===== config.mk =====
export PLATFORM = sky130hd
export DESIGN_NAME = bus_transfer_arbiter
export DESIGN_NICKNAME = d
export VERILOG_FILES = /design/src/rtl/bus_transfer_arbiter.sv
export SDC_FILE = /design/constraint.sdc
export NUM_CORES = 1
export LEC_CHECK = 0
export ABC_AREA = 1
export CORE_ASPECT_RATIO = 2
export CORE_MARGIN = 3
export CORE_UTILIZATION = 48
export DETAILED_ROUTE_END_ITERATION = 8
export GPL_TIMING_DRIVEN = 0
export PLACE_DENSITY = 0.91
export SKIP_CTS_REPAIR_TIMING = 1
export SYNTH_ARGS = -nofsm -noshare
export SYNTH_HDL_FRONTEND = slang
export SYNTH_SLANG_ARGS = --single-unit

===== constraint.sdc =====
create_clock -name clk -period 3.98 [get_ports clk]
set_input_delay 0.995 -clock clk [delete_from_list [all_inputs] [get_ports clk]]
set_output_delay 0.995 -clock clk [all_outputs]
set_load 0.005 [all_outputs]

===== src/rtl/bus_transfer_arbiter.sv =====
// ---------------------------------------------------------------------------
// bus_transfer_arbiter
//
// Round-robin arbiter and sequencer for the shared 32-bit internal CPU bus.
// Each requester asks for one register-to-register transfer (5-bit source
// code, 5-bit destination code). The winner's codes are latched at grant,
// the source select is driven to the bus multiplexer, and after a settle
// cycle the destination load enable and the requester's ack are pulsed.
// Only one transfer is in flight at a time.
//
// Ports:
//   clk        - system clock, rising edge
//   reset      - synchronous, active-high reset
//   req        - per-requester transfer request (level)
//   src_code   - packed source codes, requester i uses bits [5i+4:5i]
//   dst_code   - packed destination codes, same packing
//   bus_select - select to the bus multiplexer (holds its value when idle)
//   dst_load   - one-hot destination load enable, single-cycle pulse
//   ack        - one-hot transfer-complete pulse to the winning requester
//   err        - single-cycle pulse when the latched codes are illegal
//   busy       - high whenever the sequencer is not idle
// ---------------------------------------------------------------------------
module bus_transfer_arbiter #(
    parameter int N_REQ = 4,
    parameter int N_SRC = 24,
    parameter int N_DST = 24
) (
    input  logic                 clk,
    input  logic                 reset,
    input  logic [N_REQ-1:0]     req,
    input  logic [5*N_REQ-1:0]   src_code,
    input  logic [5*N_REQ-1:0]   dst_code,
    output logic [4:0]           bus_select,
    output logic [N_DST-1:0]     dst_load,
    output logic [N_REQ-1:0]     ack,
    output logic                 err,
    output logic                 busy
);

    localparam int PTR_W = $clog2(N_REQ);

    typedef enum logic [1:0] {
        IDLE,
        DRIVE,
        LOAD
    } state_t;

    state_t           state;
    logic [PTR_W-1:0] rr_ptr;
    logic [PTR_W-1:0] winner;
    logic [4:0]       latched_src;
    logic [4:0]       latched_dst;

    logic [PTR_W-1:0] next_ptr;
    logic [PTR_W-1:0] arb_ptr;
    logic [PTR_W-1:0] cand;
    logic [PTR_W-1:0] grant_idx;
    logic [N_REQ-1:0] winner_onehot;
    logic [N_REQ-1:0] arb_req;
    logic             grant_valid;
    logic [4:0]       grant_src;
    logic [4:0]       grant_dst;
    logic             codes_legal;
    logic [N_DST-1:0] dst_onehot;

    // In LOAD the next arbitration must already see the advanced pointer and
    // must ignore the current winner's request, whose ack is only now being
    // issued; otherwise a requester still holding req would be re-granted.
    always_comb begin
        winner_onehot = N_REQ'(1) << winner;
        next_ptr      = (winner == PTR_W'(N_REQ - 1)) ? '0 : winner + 1'b1;
        if (state == LOAD) begin
            arb_req = req & ~winner_onehot;
            arb_ptr = next_ptr;
        end else begin
            arb_req = req;
            arb_ptr = rr_ptr;
        end
    end

    // Round-robin search: first set request at or above the pointer,
    // wrapping. Scanning from the farthest candidate down lets the nearest
    // one overwrite the result last.
    always_comb begin
        grant_valid = 1'b0;
        grant_idx   = '0;
        cand        = '0;
        for (int k = N_REQ - 1; k >= 0; k--) begin
            cand = PTR_W'((int'(arb_ptr) + k) % N_REQ);
            if (arb_req[cand]) begin
                grant_valid = 1'b1;
                grant_idx   = cand;
            end
        end
    end

    // Select the winner's codes out of the packed input buses.
    always_comb begin
        grant_src = '0;
        grant_dst = '0;
        for (int i = 0; i < N_REQ; i++) begin
            if (grant_idx == PTR_W'(i)) begin
                grant_src = src_code[5*i +: 5];
                grant_dst = dst_code[5*i +: 5];
            end
        end
    end

    // Legality of the latched transfer and the decoded load enable.
    always_comb begin
        codes_legal = (int'(latched_src) < N_SRC) && (int'(latched_dst) < N_DST);
        dst_onehot  = N_DST'(1) << latched_dst;
    end

    // Sequencer. bus_select changes only on the DRIVE->LOAD edge, so during
    // the cycle the load pulse is visible the mux still carries this
    // transfer's source, even when the next transfer is already in DRIVE.
    always_ff @(posedge clk) begin
        if (reset) begin
            state       <= IDLE;
            rr_ptr      <= '0;
            winner      <= '0;
            latched_src <= '0;
            latched_dst <= '0;
            bus_select  <= '0;
            dst_load    <= '0;
            ack         <= '0;
            err         <= 1'b0;
            busy        <= 1'b0;
        end else begin
            dst_load <= '0;
            ack      <= '0;
            err      <= 1'b0;
            case (state)
                IDLE: begin
                    if (grant_valid) begin
                        winner      <= grant_idx;
                        latched_src <= grant_src;
                        latched_dst <= grant_dst;
                        state       <= DRIVE;
                        busy        <= 1'b1;
                    end
                end
                DRIVE: begin
                    bus_select <= latched_src;
                    state      <= LOAD;
                end
                LOAD: begin
                    if (codes_legal) begin
                        dst_load <= dst_onehot;
                    end else begin
                        err <= 1'b1;
                    end
                    ack    <= winner_onehot;
                    rr_ptr <= next_ptr;
                    if (grant_valid) begin
                        winner      <= grant_idx;
                        latched_src <= grant_src;
                        latched_dst <= grant_dst;
                        state       <= DRIVE;
                    end else begin
                        state <= IDLE;
                        busy  <= 1'b0;
                    end
                end
                default: begin
                    state <= IDLE;
                    busy  <= 1'b0;
                end
            endcase
        end
    end

endmodule


== Yosys cells after proc, flatten, opt, wreduce, memory -nomap -nowiden ==
Cells that the tools add are included.

* Register bits: 51
* Bits of input ports: 46
* Word-level logic and storage cells: 77
* Output and inout bits: 35

* Bitwise gates (word level): 5
* Reductions and logical operators: 8
* Shifts and indexed selects: 2
* Order comparisons: 6
* Equal/unequal tests: 8
* Mux-type cells: 34
* $add $sub $neg: 4

{| class="wikitable"
|+ Operators with widths
! kind !! count
|-
| $mux 5 || 8
|-
| $shl 1x5->24 const A || 1
|-
| $mux 2 || 7
|-
| $lt 2x3->1 const B || 4
|-
| $mux 1 || 12
|-
| $lt 5x5->1 const B || 2
|-
| $bmux 1 s2 || 4
|-
| $eq 2x2->1 const B || 4
|-
| $pmux 2 s3 || 1
|-
| $add 2x1->2 const B || 2
|-
| $add 2x2->2 const B || 2
|-
| $and 4x4->4 || 1
|-
| $eq 2x1->1 const B || 2
|-
| $logic_not 2->1 || 2
|-
| $mux 4 || 1
|-
| $ne 2x2->1 const B || 2
|-
| $not 4->4 || 1
|-
| $reduce_or 2->1 || 2
|-
| $shl 1x2->4 const A || 1
|-
| $not 1->1 || 3
|-
| $pmux 1 s3 || 1
|-
| $reduce_and 3->1 || 1
|-
| $reduce_or 3->1 || 1
|-
| $reduce_and 2->1 || 1
|-
| $logic_and 1x1->1 || 1
|}

== Logic depth before layout (Yosys ltp) ==
Gate-level depths: netlist of run 1.

* Word-level depth: 15
* Depth in mapped cells: 19
* Mapped depth without buffers: 18

== Worst setup path before layout of run 1 ==
No wires, ideal clock.

* Path kind: in2reg
* From: in req[3]
* To: reg latched_src[2]
* Arrival time: 2.149 ns
* Path slack: 1.699 ns
* Required time: 3.848 ns
* Stages on the path: 15
* Path buffers: 1
* Library setup time: 0.132 ns
* Cells stage by stage: nand2_1 inv_1 nand2_1 o21ai_2 nand2_1 nand3_2 nand2_2 nand2_4 nand2_4 nand2_4 buf_4 o21ai_2 inv_1 nand2_1 a21oi_1

* Longest elaborated chain between the ends: 13
* Elaborated cells on any way between the ends: 27
* Those cells by class: 3 x eq/ne; 21 x mux; 1 x bitwise; 2 x reduce/logical

{| class="wikitable"
|+ Ends and longest elaborated chain
! element !! line !! source
|-
| start: declaration || 30 || <nowiki>input logic [N_REQ-1:0] req,</nowiki>
|-
| $and 4x4->4 || 73 || <nowiki>arb_req = req & ~winner_onehot;</nowiki>
|-
| $mux 4 * || 72 || <nowiki>if (state == LOAD) begin</nowiki>
|-
| $bmux 1 s2 || 90 || <nowiki>if (arb_req[cand]) begin</nowiki>
|-
| $mux 1 (implied by the code) || 90 ||
|-
| $mux 2 (4 in a row) || 90 ||
|-
| $logic_not 2->1 || 102 || <nowiki>if (grant_idx == PTR_W'(i)) begin</nowiki>
|-
| $mux 5 (4 in a row) || 102 ||
|-
| end signal: assignment || 138 || <nowiki>latched_src <= grant_src;</nowiki>
|-
| end signal: assignment || 158 || <nowiki>latched_src <= grant_src;</nowiki>
|-
| end: declaration || 51 || <nowiki>logic [4:0] latched_src;</nowiki>
|}

Every way passes the cells marked *; elsewhere a longest branch is shown, timed or not. The select of a mux whose other input is x is not followed.
A chain may end at the register's enable or synchronous reset.

== Worst setup path in the final report of run 1 ==
* From: in req[3]
* To: reg latched_dst[1]

* Longest elaborated chain between the ends: 13
* Elaborated cells on any way between the ends: 27
* Those cells by class: 3 x eq/ne; 21 x mux; 1 x bitwise; 2 x reduce/logical

{| class="wikitable"
|+ Ends and longest elaborated chain
! element !! line !! source
|-
| $and 4x4->4 || 73 ||
|-
| $mux 4 * || 72 ||
|-
| $bmux 1 s2 || 90 ||
|-
| $mux 1 (implied by the code) || 90 ||
|-
| $mux 2 (4 in a row) || 90 ||
|-
| $logic_not 2->1 || 102 ||
|-
| $mux 5 (4 in a row) || 102 ||
|-
| end signal: assignment || 139 || <nowiki>latched_dst <= grant_dst;</nowiki>
|-
| end signal: assignment || 159 || <nowiki>latched_dst <= grant_dst;</nowiki>
|-
| end: declaration || 52 || <nowiki>logic [4:0] latched_dst;</nowiki>
|}

Marked as above.

==> summary.md, run 1 <==
| Metric | Value |
|---|---|
| LEAKAGE | `about 1.4 nW` |
| Proportion of layout cells with a drive suffix above 1 | `11.7%` |
| Syn_nets | `around 370` |
| Worst reg2reg path depth | `15` |
| Max-slew violation count | `0` |
| # port buffers | `79` |
| Antenna viol nets, final | `0` |
| R2r endpoint | `latched_dst[1]` |
| Cell taking the most area after synthesis | `dfxtp_1` |
| Fin crit period | `2720 ps` |
| TritonCTS clock tree | `done` |
| Clock-pin slew on the worst setup and hold paths | `approximately 90 ps` |
| Io pins | `81` |
| Total gr overflow | `0` |
| # DRC | `0` |
| Initial drt markers | `93` |
| RePlAce Congestion | `approximately 0.88` |
| Clock Sinks | `51` |
| Synth Area in Compound Gates | `just under 9%` |
| Main combinational cell family by area after synthesis | `simple AND/OR/NAND/NOR gates` |
| # nets final | `451` |
| Dpl hpwl | `just under 5000 um` |
| First-pass GRT wire length | `around 11000 um` |
| Register bit total from synthesis | `51` |
| Vias in the first global route | `~2400` |
| Yosys warnings | `0` |
| Crit path setup slack, layout | `between 1000 and 1500 ps` |
| Cells after Synth | `315` |
| Initial core utilization | `50.5%` |
| Worst Hold Depth | `2` |
| Max VDD drop | `between 0.4 and 0.5 mV` |
| Worst Max-Slew Pin Slew | `about 470 ps` |
| Netlist Area Pre-Place | `about 0.0023 mm2` |
| Htree depth | `2` |
| Vias/cell | `around 5.4` |
| Setup TNS | `0 ps` |
| Synth Area in XOR/XNOR | `0%` |
| Psw | `around 0.6 mW` |
| Crit path launch | `req[3]` |
| Top-area cell type share of the netlist area | `between 40% and 50%` |
| CP Launch Type | `input port` |
| Clock latency on the worst-skew pair | `roughly 300 ps` |
| Worst reg2reg setup slack | `approximately 1500 ps` |
| CP endpoint kind | `flop` |
| CP Class | `in2reg` |
| Max_cap viols | `0` |
| RSZ-0062 raised after global routing | `no` |
| Worst Hold End | `latched_src[2]` |
| Final setup vio count | `0` |
| Setup Skew | `approximately 4.5 ps` |
| Die height | `~100 um` |
| Outcome | `completed` |
| Initial antenna violation count | `0` |
| Post-Synth Simple-Gate Area | `a little under two fifths` |
| Pre-CTS WS | `1020 ps` |
| Highest Clock Rate | `about 0.37 GHz` |
| GRT Overall Usage | `22.4%` |
| Comb pwr share | `40.2%` |
| CTS Buf Count | `5` |
| Final Hold Vio Count | `0` |
| Area growth syn-to-layout | `41.4%` |
| Synth Area per Inst | `approximately 7.4 um2` |
| Slew headroom | `approximately 69%` |
| Internal power | `~0.99 mW` |
| Fin util | `around 70%` |
| Mux contribution to synthesized area | `0%` |
| Core area | `about 0.0046 mm2` |
| Worst EP required | `~4200 ps` |
| Clock Path Buffers | `2` |
| Antenna cell count | `0` |
| Pwr dens | `~480 mW/mm2` |
| Die area | `~0.0058 mm2` |
| Clk network pwr share | `22.2%` |
| FF-to-FF Start | `winner[0]` |
| Hold Crit Start | `latched_src[2]` |
| Row count | `35` |
| CTS Root Cell | `clkbuf_8` |
| Distinct cell type count after synthesis | `28` |
| Die Width | `around 55 um` |
| Final Cycle Share | `about 68%` |
| WHS | `479 ps` |
| Switching Fraction | `between 30% and 40%` |
| Worst Path Arrival | `between 2000 and 3000 ps` |
| Top cells by area, synth | `dfxtp_1, nand2_1, nor2_1, nand4_1, inv_1` |
| Placed Cells | `449` |
| Worst Hold Class | `reg2reg` |
| Largest net degree at the start of global routing | `17` |
| Routed WL per cell | `around 14 um` |
| Post-route insts no fill | `457` |
| Post-Route WL | `~6300 um` |
| Sequential area share after synthesis | `43.5%` |
| Via Count | `2473` |
| Worst Path Max Fanout | `10` |
| Post-Synth Adder-Cell Area | `2.13%` |
| DRT Pass-1 Iters | `4` |
| Seq pwr share | `roughly 38%` |
state kept, by name, summed over array words and instances (netlist names):
register / cells
winner: 2
busy: 1
dst_load: 24
latched_src: 5
latched_dst: 5
state: 2
ack: 4
rr_ptr: 2
err: 1
bus_select: 5
worst max-delay path by stage:
stage,end,slack (ps),depth (start not counted)
after floorplan,latched_src[2],1700,15
after global placement,latched_dst[4],1060,17
after detailed placement,latched_src[2],1020,15
after CTS,latched_dst[1],1290,15
after global routing,latched_src[1],1070,13
final,latched_dst[1],1260,15
synth_stat cells:
cell,n
nand2_1,68
dfxtp_1,51
nor2_1,42
inv_1,25
nand4_1,22
nand3_1,18
a21oi_1,13
o21ai_0,12
inv_2,8
nor4_1,8
nand2_2,7
nand2_4,6
o21ai_1,6
ha_1,4
o21ai_2,4
buf_4,3
clkbuf_1,3
buf_2,2
nand3_2,2
nor2_2,2
nor2_4,2
a21boi_2,1
buf_1,1
buf_6,1
clkinv_1,1
nand3_4,1
o22ai_1,1
or3_1,1
worst max-delay path, cell delays in order:
cell,delay (ps)
clkdlybuf4s50_1,450
nand2_1,80
inv_1,60
nand2_1,50
o21ai_2,90
nand2_1,120
nand3_2,140
nand2_2,70
nand2_4,120
nand2_4,90
nand2_4,100
buf_4,190
nand4_1,140
nand2_1,100
a21oi_1,70
power groups by stage:
stage                     Clock, mW  Sequential [mW]  Combinational [mW]
after floorplan                   0            0.602               0.449
after global placement            0            0.608               0.605
after detailed placement          0            0.611               0.628
after CTS                     0.356            0.600               0.637
after global routing          0.377            0.607               0.710
final                         0.355            0.602               0.643
cells by family (layout without fill, tap and decap cells):
logic type / after synthesis / count (layout)
buf+inv: 44 / 131
flops: 51 / 51
compound gates: 37 / 37
simple gates: 179 / 179
fa+ha+maj: 4 / 4
routing by layer:
layer  global-route usage (%)  share of wire (%)
met1                     21.4                 33
met2                     43.7                 59
met3                     2.84                4.3
met4                     12.7                3.9
met5                        0                  0
layout make-up:
class                      instances  area (um2)
fill                             361        1320
multi-input combinational        220        1140
sequential                        51        1020
timing repair buffer              79         791
inverter                          34         128
clock buffer                       5        68.8
tap                               55        68.8
buffer                            10        58.8
clock inverter                     3        43.8
stage by stage:
step / power, mW / instance area [um2]
2_1_floorplan: 1.05 / 2350
3_3_place_gp: 1.21 / 3210
3_5_place_dp: 1.24 / 3210
4_1_cts: 1.59 / 3320
5_1_grt: 1.69 / 3320
6_report: 1.60 / 3320
placed cells by master, fill, tap and decap left out:
cell,Yosys,routed
nor4_1,8,8
nand4_1,22,22
inv_1,25,25
nor2_2,2,2
clkbuf_8,0,5
buf_1,1,1
nand3_1,18,18
clkinv_2,0,1
buf_4,3,3
buf_6,1,1
a21oi_1,13,13
ha_1,4,4
dfxtp_1,51,51
clkinv_1,1,1
clkinv_4,0,1
nand2_2,7,7
o21ai_0,12,12
buf_2,2,2
clkbuf_1,3,3
o22ai_1,1,1
nand2_4,6,6
o21ai_1,6,6
bufinv_16,0,1
clkdlybuf4s50_1,0,79
o21ai_2,4,4
inv_2,8,8
nor2_4,2,2
nand3_4,1,1
a21boi_2,1,1
nor2_1,42,42
nand2_1,68,68
nand3_2,2,2
or3_1,1,1
No activity file was read; power rests on OpenSTA's default activity.
==> inputs of run 2 (changes only) <==
Settings changed: CORE_UTILIZATION 48 to 41, PLACE_DENSITY 0.91 to 0.83.
Clock period 3.98 ns to 2.25 ns, I/O delays scaled along.
==> run 2 against run 1 <==
  * The run now ends with negative setup slack left
  * Count of clock-buffer cells in the layout did not move
  * Sequential share of layout area is 2.1 points lower
  * Flip-flop and latch count unchanged
  * Critical path depth up 2
  * Sequential power grew 78%
  * Routed wire length up 3.8%
  * Clock skew rose by 7.8 ps
  * Register-to-register slack worse by 1500 ps
  * Largest cell class unchanged
==> summary.md, run 2 (same netlist as run 1, synthesis figures left out) <==
| Metric | Value |
|---|---|
| Antenna cell count | `0 (unchanged)` |
| Psw | `1.19 mW (+94%)` |
| Crit path setup slack, layout | `-26.6 ps (-1290 ps)` |
| Clk network pwr share | `20.6% (-1.6 points)` |
| CTS Buf Count | `5 (unchanged)` |
| RSZ-0062 raised after global routing | `yes` |
| Crit path largest cell delay | `400 ps (-50 ps)` |
| Dpl hpwl | `4790 um (-3.1%)` |
| Worst EP required | `2440 ps (-1720 ps)` |
| CP Launch Type | `flop` |
| DRT Pass-1 Iters | `4 (unchanged)` |
| Fillers | `415 (+15%)` |
| Fin area | `0.00360 mm2 (+8.5%)` |
| Max reg flops | `24 (unchanged)` |
| Worst reg2reg path depth | `17 (+2)` |
| Setup Skew | `12.3 ps (+7.85 ps)` |
| Clock Sinks | `51 (unchanged)` |
| Worst-path cell chain | `ha_2, nor2_1, nand2_1, nand2_4, nand2_2, nand3_2, nand2_1, nand3_2, nand2_2, nand2_4, nand2_8, nand2_8, clkbuf_16, o21ai_2, inv_1, nand2_1, a21oi_1` |
| R2r endpoint | `latched_src[2]` |
| Post-Route WL | `6580 um (+3.8%)` |
| Core area | `0.00547 mm2 (+18%)` |
| Vias/cell | `5.22 (-3.5%)` |
| Pre-CTS WS | `-305 ps (-1330 ps)` |
| Routed WL per cell | `13.9 um (about the same)` |
| Power, Total | `3.09 mW (+93%)` |
| Placed cell area | `0.00321 mm2 (+0.20%)` |
| Largest net degree at the start of global routing | `18 (+1)` |
| Slew headroom | `71.1% (+2.4 points)` |
| LEAKAGE | `1.47 nW (+5.9%)` |
| Instance count on the critical path | `17 (+2)` |
| Switching Fraction | `38.3% (+0.21 points)` |
| Worst Hold Class | `reg2reg` |
| CP Class | `reg2reg` |
| Pwr dens | `859 mW/mm2 (+78%)` |
| Via Count | `2475 (+0.081%)` |
| # port buffers | `79 (unchanged)` |
| Most common cell after layout, fill and taps aside | `clkdlybuf4s50_1` |
| Highest Clock Rate | `about 0.44 GHz` |
| Fin crit period | `roughly 2300 ps` |
| Die area | `0.00672 mm2 (+16%)` |
| Final Hold Vio Count | `0 (unchanged)` |
| Htree depth | `2 (unchanged)` |
| Slowest cell on crit path | `dfxtp_4` |
| Row count | `38 (+8.6%)` |
| # DRC | `0 (unchanged)` |
| Clock Path Buffers | `2 (unchanged)` |
| Crit path launch | `winner[0]` |
| Clock-pin slew on the worst setup and hold paths | `100 ps (about the same)` |
| Internal power | `1.91 mW (+93%)` |
| Area growth syn-to-layout | `53.4%` |
| Die height | `113 um (+7.7%)` |
| CP endpoint kind | `flop` |
| Most frequent cells in the layout | `clkdlybuf4s50_1, nand2_1, dfxtp_1` |
| Worst reg2reg setup slack | `-30 ps (-1480 ps)` |
| Fin util | `65.8% (-5.6 points)` |
| Final Cycle Share | `101%` |
| TritonCTS clock tree | `done` |
| WHS | `476 ps (-2.36 ps)` |
| Worst Path Buf+Inv | `2 (-1)` |
| FF-to-FF Start | `winner[0]` |
| Die Width | `59.5 um (+7.3%)` |
| Final setup vio count | `2 (+2)` |
| Proportion of layout cells with a drive suffix above 1 | `20.5% (+8.8 points)` |
| Comb pwr share | `44.9% (+4.7 points)` |
| Initial core utilization | `42.9% (-7.6 points)` |
| First-pass GRT wire length | `9520 um (-11%)` |
| Total gr overflow | `0 (unchanged)` |
| RePlAce Congestion | `0.836 (-5.2%)` |
| Worst path most repeated cell | `nand2_1` |
| CP delay by family, top | `simple AND/OR/NAND/NOR gates` |
| Antenna viol nets, final | `0 (unchanged)` |
| Max-slew violation count | `0 (unchanged)` |
| # nets final | `463 (+2.7%)` |
| Clock latency on the worst-skew pair | `310 ps (about the same)` |
| Io pins | `81 (unchanged)` |
| Top reg by flops | `dst_load` |
| Placed Cells | `454 (+1.1%)` |
| Max_cap viols | `0 (unchanged)` |
| Worst Path Max Fanout | `8 (-2)` |
| Worst Max-Slew Pin Slew | `432 ps (-38.3 ps)` |
| Max VDD drop | `0.723 mV (+79%)` |
| Post-route insts no fill | `474 (+3.7%)` |
| Failing checks | `negative setup slack` |
| GRT Overall Usage | `18.0% (-4.5 points)` |
| Vias in the first global route | `2225 (-7.8%)` |
| Setup TNS | `-33.3 ps (-33.3 ps)` |
| Initial drt markers | `81 (-13%)` |
| Seq pwr share | `34.6% (-3.0 points)` |
| Worst Setup EP | `latched_src[2]` |
| Outcome | `complete, but fails checks` |
| Worst Path Arrival | `2470 ps (-430 ps)` |
| CTS Root Cell | `clkbuf_8` |
| Initial antenna violation count | `0 (unchanged)` |
[run 2: cell type report]
type	count	area, um2	share of cell area, %
Buffer	10	80.1	2.22
Clock buffer	5	68.8	1.91
Clock inverter	3	46.3	1.29
Inverter	34	130	3.61
Multi-Input combinational cell	222	1280	35.7
Sequential cell	51	1030	28.6
Tap cell	60	75.1	2.09
Timing Repair Buffer	89	883	24.5
[run 2: power groups by stage]
stage	clock [mW]	combinational, mW	sequential (mW)
2_1_floorplan	0	0.794	1.07
3_3_place_gp	0	1.06	1.07
3_5_place_dp	0	1.09	1.08
4_1_cts	0.637	1.10	1.06
5_1_grt	0.673	1.52	1.08
6_report	0.636	1.39	1.07
[run 2: worst min-delay path by stage]
stage          depth (start not counted)  slack (ps)           start        endpoint
6_report                               2         480  latched_src[2]  latched_src[2]
5_1_grt                                2         500  latched_src[2]  latched_src[2]
4_1_cts                                2         480  latched_src[1]  latched_src[1]
3_5_place_dp                           2         460  latched_src[1]  latched_src[1]
3_3_place_gp                           2         450  latched_src[2]  latched_src[2]
2_1_floorplan                          2         440  latched_src[0]  latched_src[0]
[run 2: worst reg2reg max path, delay by kind of cell (launching register included)]
family	cells	cell delay [ps]
AND/OR/NAND/NOR	12	1200
flip-flops	1	400
buffers and inverters	2	210
adder cells (fa/ha/maj)	1	200
AO/OA/AOI/OAI	2	160
[run 2: routing by layer]
metal	wire [um]	track usage, %	up-vias	share of wire (%)
met3	292	2.74	24	4.4
met1	2150	17.2	1121	33
li1	-	-	1228	-
met5	0	0	-	0
met4	290	10.4	0	4.4
met2	3850	33.7	102	58
==> inputs of run 3 (changes only) <==
Settings changed: GPL_ROUTABILITY_DRIVEN from default to 0.
==> results of run 3 <==
The final DEF is identical to that of run 2; final timing and power are the same.
